File: config.mk
export PLATFORM = sky130hd
export DESIGN_NAME = ex_stage_flat
export DESIGN_NICKNAME = d
export VERILOG_FILES = /design/src/rtl/ex_stage_if.sv /design/src/rtl/ex_stage.sv /design/src/flat_wrapper.sv
export SDC_FILE = /design/constraint.sdc
export NUM_CORES = 1
export LEC_CHECK = 0
export CAP_MARGIN = 30
export CORE_MARGIN = 4
export CORE_UTILIZATION = 53
export CTS_CLUSTER_SIZE = 28
export DETAILED_ROUTE_END_ITERATION = 10
export PLACE_DENSITY = 0.83
export SLEW_MARGIN = 20
export SYNTH_ARGS = -nofsm -noshare
export SYNTH_HDL_FRONTEND = slang
export SYNTH_SLANG_ARGS = --single-unit
File: constraint.sdc
create_clock -name clk -period 7.34 [get_ports clk]
set_input_delay 2.202 -clock clk [delete_from_list [all_inputs] [get_ports clk]]
set_output_delay 2.202 -clock clk [all_outputs]
set_load 0.02 [all_outputs]
File: src/rtl/ex_stage_if.sv
// rtl/ex_stage_if.sv - ID/EX input and EX output bundle for the execute stage
interface ex_stage_if #(
   parameter int ID_TO_EX_WD  = 159,
   parameter int EX_TO_MEM_WD = 76,
   parameter int EX_TO_RF_WD  = 38,
   parameter int STALL_WD     = 6
) ();
   logic [STALL_WD-1:0]     stall;
   logic [ID_TO_EX_WD-1:0]  id_to_ex_bus;
   logic [EX_TO_MEM_WD-1:0] ex_to_mem_bus;
   logic [EX_TO_RF_WD-1:0]  ex_to_rf_bus;
   logic                    inst_is_load;
   logic                    data_sram_en;
   logic [3:0]              data_sram_wen;
   logic [31:0]             data_sram_addr;
   logic [31:0]             data_sram_wdata;

   // Upstream side: supplies stall vector and decoded instruction, observes EX results
   modport master (
      output stall, id_to_ex_bus,
      input  ex_to_mem_bus, ex_to_rf_bus, inst_is_load,
      input  data_sram_en, data_sram_wen, data_sram_addr, data_sram_wdata
   );

   // Execute stage side
   modport slave (
      input  stall, id_to_ex_bus,
      output ex_to_mem_bus, ex_to_rf_bus, inst_is_load,
      output data_sram_en, data_sram_wen, data_sram_addr, data_sram_wdata
   );
endinterface

File: src/rtl/ex_stage.sv
// rtl/ex_stage.sv - MIPS execute stage: ID/EX register, ALU, data SRAM request
module ex_stage #(
   parameter int ID_TO_EX_WD  = 159,
   parameter int EX_TO_MEM_WD = 76,
   parameter int EX_TO_RF_WD  = 38
) (
   input  logic         clk,
   input  logic         rst,
   ex_stage_if.slave    ex_if
);
   localparam logic STOP = 1'b1;

   logic [ID_TO_EX_WD-1:0] r;
   logic                   store_done;

   logic [31:0] pc;
   logic [31:0] inst;
   logic [11:0] alu_op;
   logic [2:0]  sel_alu_src1;
   logic [3:0]  sel_alu_src2;
   logic        data_ram_en;
   logic [3:0]  data_ram_wen;
   logic        rf_we;
   logic [4:0]  rf_waddr;
   logic        sel_rf_res;
   logic [31:0] rdata1;
   logic [31:0] rdata2;

   logic [31:0] src1;
   logic [31:0] src2;
   logic [31:0] alu_result;
   logic        is_store;

   logic [EX_TO_MEM_WD-1:0] mem_bus;
   logic [EX_TO_RF_WD-1:0]  rf_bus;

   assign {pc, inst, alu_op, sel_alu_src1, sel_alu_src2, data_ram_en, data_ram_wen,
           rf_we, rf_waddr, sel_rf_res, rdata1, rdata2} = r;

   assign is_store = data_ram_en & (|data_ram_wen);

   // ID/EX register: load, bubble or hold; remember that a held store has already written
   always_ff @(posedge clk) begin
      if (rst) begin
         r          <= '0;
         store_done <= 1'b0;
      end else if (ex_if.stall[2] == STOP && ex_if.stall[3] != STOP) begin
         r          <= '0;
         store_done <= 1'b0;
      end else if (ex_if.stall[2] != STOP) begin
         r          <= ex_if.id_to_ex_bus;
         store_done <= 1'b0;
      end else if (is_store && ex_if.stall[3] == STOP) begin
         store_done <= 1'b1;
      end
   end

   // Operand selection; an all-zero select yields 0
   always_comb begin
      src1 = ({32{sel_alu_src1[0]}} & rdata1)
           | ({32{sel_alu_src1[1]}} & pc)
           | ({32{sel_alu_src1[2]}} & {27'b0, inst[10:6]});
      src2 = ({32{sel_alu_src2[0]}} & rdata2)
           | ({32{sel_alu_src2[1]}} & {{16{inst[15]}}, inst[15:0]})
           | ({32{sel_alu_src2[2]}} & 32'd8)
           | ({32{sel_alu_src2[3]}} & {16'b0, inst[15:0]});
   end

   // One-hot ALU: each enabled operation contributes its result, no op gives 0
   always_comb begin
      alu_result = 32'b0;
      if (alu_op[11]) alu_result = alu_result | (src1 + src2);
      if (alu_op[10]) alu_result = alu_result | (src1 - src2);
      if (alu_op[9])  alu_result = alu_result | {31'b0, $signed(src1) < $signed(src2)};
      if (alu_op[8])  alu_result = alu_result | {31'b0, src1 < src2};
      if (alu_op[7])  alu_result = alu_result | (src1 & src2);
      if (alu_op[6])  alu_result = alu_result | ~(src1 | src2);
      if (alu_op[5])  alu_result = alu_result | (src1 | src2);
      if (alu_op[4])  alu_result = alu_result | (src1 ^ src2);
      if (alu_op[3])  alu_result = alu_result | (src2 << src1[4:0]);
      if (alu_op[2])  alu_result = alu_result | (src2 >> src1[4:0]);
      if (alu_op[1])  alu_result = alu_result | 32'($signed(src2) >>> src1[4:0]);
      if (alu_op[0])  alu_result = alu_result | {src2[15:0], 16'b0};
   end

   assign mem_bus = {pc, data_ram_en, data_ram_wen, sel_rf_res, rf_we, rf_waddr, alu_result};
   assign rf_bus  = {rf_we, rf_waddr, alu_result};

   assign ex_if.ex_to_mem_bus   = mem_bus;
   assign ex_if.ex_to_rf_bus    = rf_bus;
   assign ex_if.inst_is_load    = sel_rf_res;
   // A store that already wrote while held stays quiet until the next instruction loads
   assign ex_if.data_sram_en    = data_ram_en & ~(is_store & store_done);
   assign ex_if.data_sram_wen   = store_done ? 4'b0 : data_ram_wen;
   assign ex_if.data_sram_addr  = alu_result;
   assign ex_if.data_sram_wdata = rdata2;

   // Instruction bits and stall lanes this stage does not consume
   logic unused_bits;
   assign unused_bits = ^{inst[31:16], ex_if.stall[5:4], ex_if.stall[1:0]};
endmodule

File: src/flat_wrapper.sv
// flat-port wrapper written by rule: the top's interface ports become plain ports
module ex_stage_flat 
#(
   parameter int ID_TO_EX_WD  = 159,
   parameter int EX_TO_MEM_WD = 76,
   parameter int EX_TO_RF_WD  = 38
)
  (clk, rst, ex_if_stall, ex_if_id_to_ex_bus, ex_if_ex_to_mem_bus, ex_if_ex_to_rf_bus, ex_if_inst_is_load, ex_if_data_sram_en, ex_if_data_sram_wen, ex_if_data_sram_addr, ex_if_data_sram_wdata);
  ex_stage_if #(.ID_TO_EX_WD(ID_TO_EX_WD), .EX_TO_MEM_WD(EX_TO_MEM_WD), .EX_TO_RF_WD(EX_TO_RF_WD)) ex_if_i ();
  input  logic clk;
  input  logic rst;
  input wire logic [$bits(ex_if_i.stall)-1:0] ex_if_stall;
  input wire logic [$bits(ex_if_i.id_to_ex_bus)-1:0] ex_if_id_to_ex_bus;
  output wire logic [$bits(ex_if_i.ex_to_mem_bus)-1:0] ex_if_ex_to_mem_bus;
  output wire logic [$bits(ex_if_i.ex_to_rf_bus)-1:0] ex_if_ex_to_rf_bus;
  output wire logic [$bits(ex_if_i.inst_is_load)-1:0] ex_if_inst_is_load;
  output wire logic [$bits(ex_if_i.data_sram_en)-1:0] ex_if_data_sram_en;
  output wire logic [$bits(ex_if_i.data_sram_wen)-1:0] ex_if_data_sram_wen;
  output wire logic [$bits(ex_if_i.data_sram_addr)-1:0] ex_if_data_sram_addr;
  output wire logic [$bits(ex_if_i.data_sram_wdata)-1:0] ex_if_data_sram_wdata;
  assign ex_if_i.stall = ex_if_stall;
  assign ex_if_i.id_to_ex_bus = ex_if_id_to_ex_bus;
  assign ex_if_ex_to_mem_bus = ex_if_i.ex_to_mem_bus;
  assign ex_if_ex_to_rf_bus = ex_if_i.ex_to_rf_bus;
  assign ex_if_inst_is_load = ex_if_i.inst_is_load;
  assign ex_if_data_sram_en = ex_if_i.data_sram_en;
  assign ex_if_data_sram_wen = ex_if_i.data_sram_wen;
  assign ex_if_data_sram_addr = ex_if_i.data_sram_addr;
  assign ex_if_data_sram_wdata = ex_if_i.data_sram_wdata;
  ex_stage #(.ID_TO_EX_WD(ID_TO_EX_WD), .EX_TO_MEM_WD(EX_TO_MEM_WD), .EX_TO_RF_WD(EX_TO_RF_WD)) u_core (.clk(clk), .rst(rst), .ex_if(ex_if_i));
endmodule
==> insert_results.sql <==
INSERT INTO impl_metrics (metric_group, metric, value, unit) VALUES
('detailed_routing', 'met1Wirelength', '27300', 'µm'),
('grt', 'grt_util_all_layers', '42.9', '%'),
('grt', 'initial_antenna_violation_count', '5', ''),
('grt', 'first_global_vias', '16700', ''),
('die', 'placeableCoreArea', '28800', 'µm²'),
('clock_network', 'ctsHoldBuffers', '0', ''),
('detailed_routing', 'route.detailed.wl_per_inst', '28.6', 'µm'),
('die', 'dieArea', '32100', 'µm²'),
('synthesis', 'yosys-top-cells-count', 'sky130_fd_sc_hd__nor2_1 (267), sky130_fd_sc_hd__mux2i_1 (265), sky130_fd_sc_hd__buf_4 (149)', ''),
('clock_network', 'clock_tree_from_tritoncts', 'yes', ''),
('pwr', 'vdd_drop_max', '0.212', 'mV'),
('detailed_routing', 'detailedRoute.firstIterationViolations', '2931', ''),
('timing', 'max_slew_headroom', '35.9', '%'),
('detailed_routing', 'route.vias.total', '17400', ''),
('detailed_routing', 'drt-pass1-iter-count', '8', ''),
('synthesis', 'number_of_enable_type_register_cells_in_the_synthesized_netlist', '0', ''),
('worst_setup_path', 'crit_type', 'reg -> out', ''),
('status', 'outcome', 'finished clean', ''),
('cells_and_area', 'final_core_area_utilization', '65.9', '%'),
('timing', 'rsz0062_at_grt', 'no', ''),
('job', 'max-cap-violations', '0', ''),
('worst_setup_path', 'critical_path.endpoint_type', 'primary output', ''),
('detailed_routing', 'detail_route.vias_per_cell', '6.78', ''),
('die', 'die_x', '179', 'µm'),
('worst_setup_path', 'reg2reg_depth', '3', ''),
('detailed_routing', 'drc_errors_left', '0', ''),
('die', 'num_io_pins', '351', ''),
('synthesis', 'yosys.area.top_type', 'sky130_fd_sc_hd__dfxtp_1', ''),
('cells_and_area', 'layout.filler_cells', '2247', ''),
('die', 'dieHeight', '179', 'µm'),
('clock_network', 'clock_sinks', '144', ''),
('die', 'std_cell_rows', '62', ''),
('timing', 'count_of_final_setup_violators', '0', ''),
('synthesis', 'ys_async_sr_fraction', '0', '%'),
('grt', 'global_route.overflow_total', '0', ''),
('pwr', 'total_power_divided_by_cell_area', '159', 'nW/µm²'),
('detailed_routing', 'routed_wirelength', '73200', 'µm'),
('synthesis', 'syn_avg_cell_area', '7.65', 'µm²'),
('synthesis', 'synth-seq-cells', '144', ''),
('cells_and_area', 'post_route_cells_drive_above_1_share', '8.05', '%'),
('clock_network', 'clock-root-buffer', 'sky130_fd_sc_hd__clkbuf_16', ''),
('place', 'port_buffers', '330', ''),
('detailed_routing', 'highest-signal-layer', 'met4', ''),
('timing', 'totalNegativeSetupSlack', '0', 'ns'),
('clock_network', 'cts-buffers-inserted', '17', ''),
('synthesis', 'synth_unique_cells', '82', ''),
('worst_setup_path', 'startpoint_type', 'flop', ''),
('timing', 'final_max_slew_viol_count', '0', ''),
('synthesis', 'synth.area.top_cells', 'sky130_fd_sc_hd__dfxtp_1 (19%), sky130_fd_sc_hd__mux2i_1 (17%), sky130_fd_sc_hd__ha_1 (7.7%), sky130_fd_sc_hd__buf_4 (7.2%), sky130_fd_sc_hd__nor2_1 (6.5%)', ''),
('worst_setup_path', 'cp.arrival', '5.06', 'ns'),
('timing', 'final_hold_viol_count', '0', ''),
('die', 'initial_core_util', '54.0', '%'),
('detailed_routing', 'dr_wl_met3', '8570', 'µm'),
('worst_setup_path', 'regToRegSetupSlack', '5.82', 'ns'),
('grt', 'grt_pass1_wl', '105000', 'µm'),
('clock_network', 'clock_insertion_delay_worst_skew', '0.44', 'ns'),
('clock_network', 'clock_path_buffers', '2', ''),
('grt', 'largest_net_degree_at_the_start_of_global_routing', '102', ''),
('place', 'gp_routability_congestion', '1.07', ''),
('synthesis', 'net_count_after_synthesis', '2295', ''),
('timing', 'tightest_slew', '0.952', 'ns'),
('synthesis', 'ys_seq_area_share', '18.6', '%'),
('worst_setup_path', 'worstPathMaxFanout', '30', ''),
('synthesis', 'synth_cells', '2030', ''),
('place', 'post-dp-hpwl', '54000', 'µm'),
('timing', 'min_period_over_period', '98.9', '%'),
('synthesis', 'post-synth-top-count-cell', 'sky130_fd_sc_hd__nor2_1', ''),
('synthesis', 'mappedNetlistArea', '15500', 'µm²'),
('cells_and_area', 'design.final.nets', '2427', ''),
('synthesis', 'yosys_most_used_dff', 'sky130_fd_sc_hd__dfxtp_1', ''),
('timing', 'max_clock_freq', '0.138', 'GHz');
-- report_power, final --
part | leakage, µW | switching [µW] | internal [µW]
registers | 0.00118 | 51.8 | 821
clock network | 0.000283 | 428 | 513
logic | 0.00702 | 690 | 504
-- logic make-up (layout without fill, tap and decap cells) --
kind of cell,after synthesis,count (layout),synth area share [%]
multiplexers,288,288,18.8
AO/OA/AOI/OAI,517,517,23.5
adder cells (fa/ha/maj),98,98,7.99
buffers and inverters,392,536,13.5
flip-flops,144,144,18.6
AND/OR/NAND/NOR,542,542,15.0
XOR/XNOR,49,49,2.76
other,0,5,0
-- sequential cells by signal, indices dropped and copies added (netlist names) --
| signal | flops |
|---|---|
| u_core.r | 143 |
| u_core.store_done | 1 |
-- placed cells by master, fill, tap and decap left out, types with 11 or more instances in the layout --
cell,Yosys,routed
sky130_fd_sc_hd__o211ai_1,28,28
sky130_fd_sc_hd__a211oi_1,26,25
sky130_fd_sc_hd__nor2b_1,16,16
sky130_fd_sc_hd__xnor2_1,44,44
sky130_fd_sc_hd__o21bai_1,15,15
sky130_fd_sc_hd__a22oi_1,47,42
sky130_fd_sc_hd__nor3_1,29,29
sky130_fd_sc_hd__nand2_1,134,134
sky130_fd_sc_hd__nand3_1,34,34
sky130_fd_sc_hd__nand4_1,16,16
sky130_fd_sc_hd__o221ai_1,15,15
sky130_fd_sc_hd__a22o_1,35,35
sky130_fd_sc_hd__buf_4,149,71
sky130_fd_sc_hd__ha_1,96,94
sky130_fd_sc_hd__clkdlybuf4s50_1,0,317
sky130_fd_sc_hd__mux2_2,22,22
sky130_fd_sc_hd__nor2_1,267,266
sky130_fd_sc_hd__inv_1,90,89
sky130_fd_sc_hd__dfxtp_1,144,141
sky130_fd_sc_hd__mux2i_1,265,265
sky130_fd_sc_hd__a21o_1,13,12
sky130_fd_sc_hd__a31oi_1,16,16
sky130_fd_sc_hd__a21oi_1,109,109
sky130_fd_sc_hd__o21ai_0,76,73
sky130_fd_sc_hd__o31ai_1,13,11
sky130_fd_sc_hd__clkbuf_16,0,17
sky130_fd_sc_hd__a221oi_1,26,26
-- critical path, stage by stage, from the launching register on --
cell	delay, ns
sky130_fd_sc_hd__dfxtp_1	0.39
sky130_fd_sc_hd__buf_4	0.37
sky130_fd_sc_hd__nand2_1	0.17
sky130_fd_sc_hd__nand2_1	0.31
sky130_fd_sc_hd__ha_1	0.33
sky130_fd_sc_hd__nor2b_1	0.15
sky130_fd_sc_hd__o2111ai_1	0.32
sky130_fd_sc_hd__a21boi_1	0.20
sky130_fd_sc_hd__nor2_1	0.28
sky130_fd_sc_hd__o21ai_0	0.22
sky130_fd_sc_hd__a31oi_1	0.36
sky130_fd_sc_hd__xnor2_1	0.16
sky130_fd_sc_hd__nor2_1	0.11
sky130_fd_sc_hd__or4_1	0.63
sky130_fd_sc_hd__clkdlybuf4s50_1	0.58
-- area by class of cell --
cell class	count	area, µm²	area share [%]
Tap cell	384	480	2.53
Timing Repair Buffer	405	3930	20.7
Sequential cell	144	2890	15.2
Inverter	100	393	2.07
Clock inverter	14	169	0.891
Antenna cell	5	12.5	0.0660
Clock buffer	17	425	2.24
Multi-Input combinational cell	1494	10700	56.2
-- through the flow --
stage          instances  setup WS [ns]  area [µm²]  hold WS, ns  total power [µW]
2_1_floorplan       2030          0.438       15500        0.455              1600
3_5_place_dp        2524          0.264       18200        0.486              2020
3_3_place_gp        2524          0.323       18200        0.471              2000
5_1_grt             2563         0.0158       19000        0.543              3070
6_report            2563         0.0826       19000        0.509              3010
4_1_cts             2555         0.0160       18800        0.506              2950
-- path summary, 6_finish.rpt --
check,to,start
hold reg to reg,u_core.r[91],u_core.r[91]
setup reg to reg,u_core.r[89],u_core.r[89]
setup / recovery,ex_if_data_sram_addr[15],u_core.r[80]
hold / removal,u_core.r[91],u_core.r[91]
-- repair_timing --
action                     CTS  global route
setup endpoints to repair   27            54
cloned                       0             0
resized for setup           12            28
setup buffers                0             0
-- per-layer routing --
metal / up-vias / global-route usage, %
li1: 7421 / -
met1: 8199 / 53.9
met2: 1429 / 67.3
met3: 326 / 10.7
met4: 0 / 23.3
met5: - / 0
No activity file was read; power rests on OpenSTA's default activity.
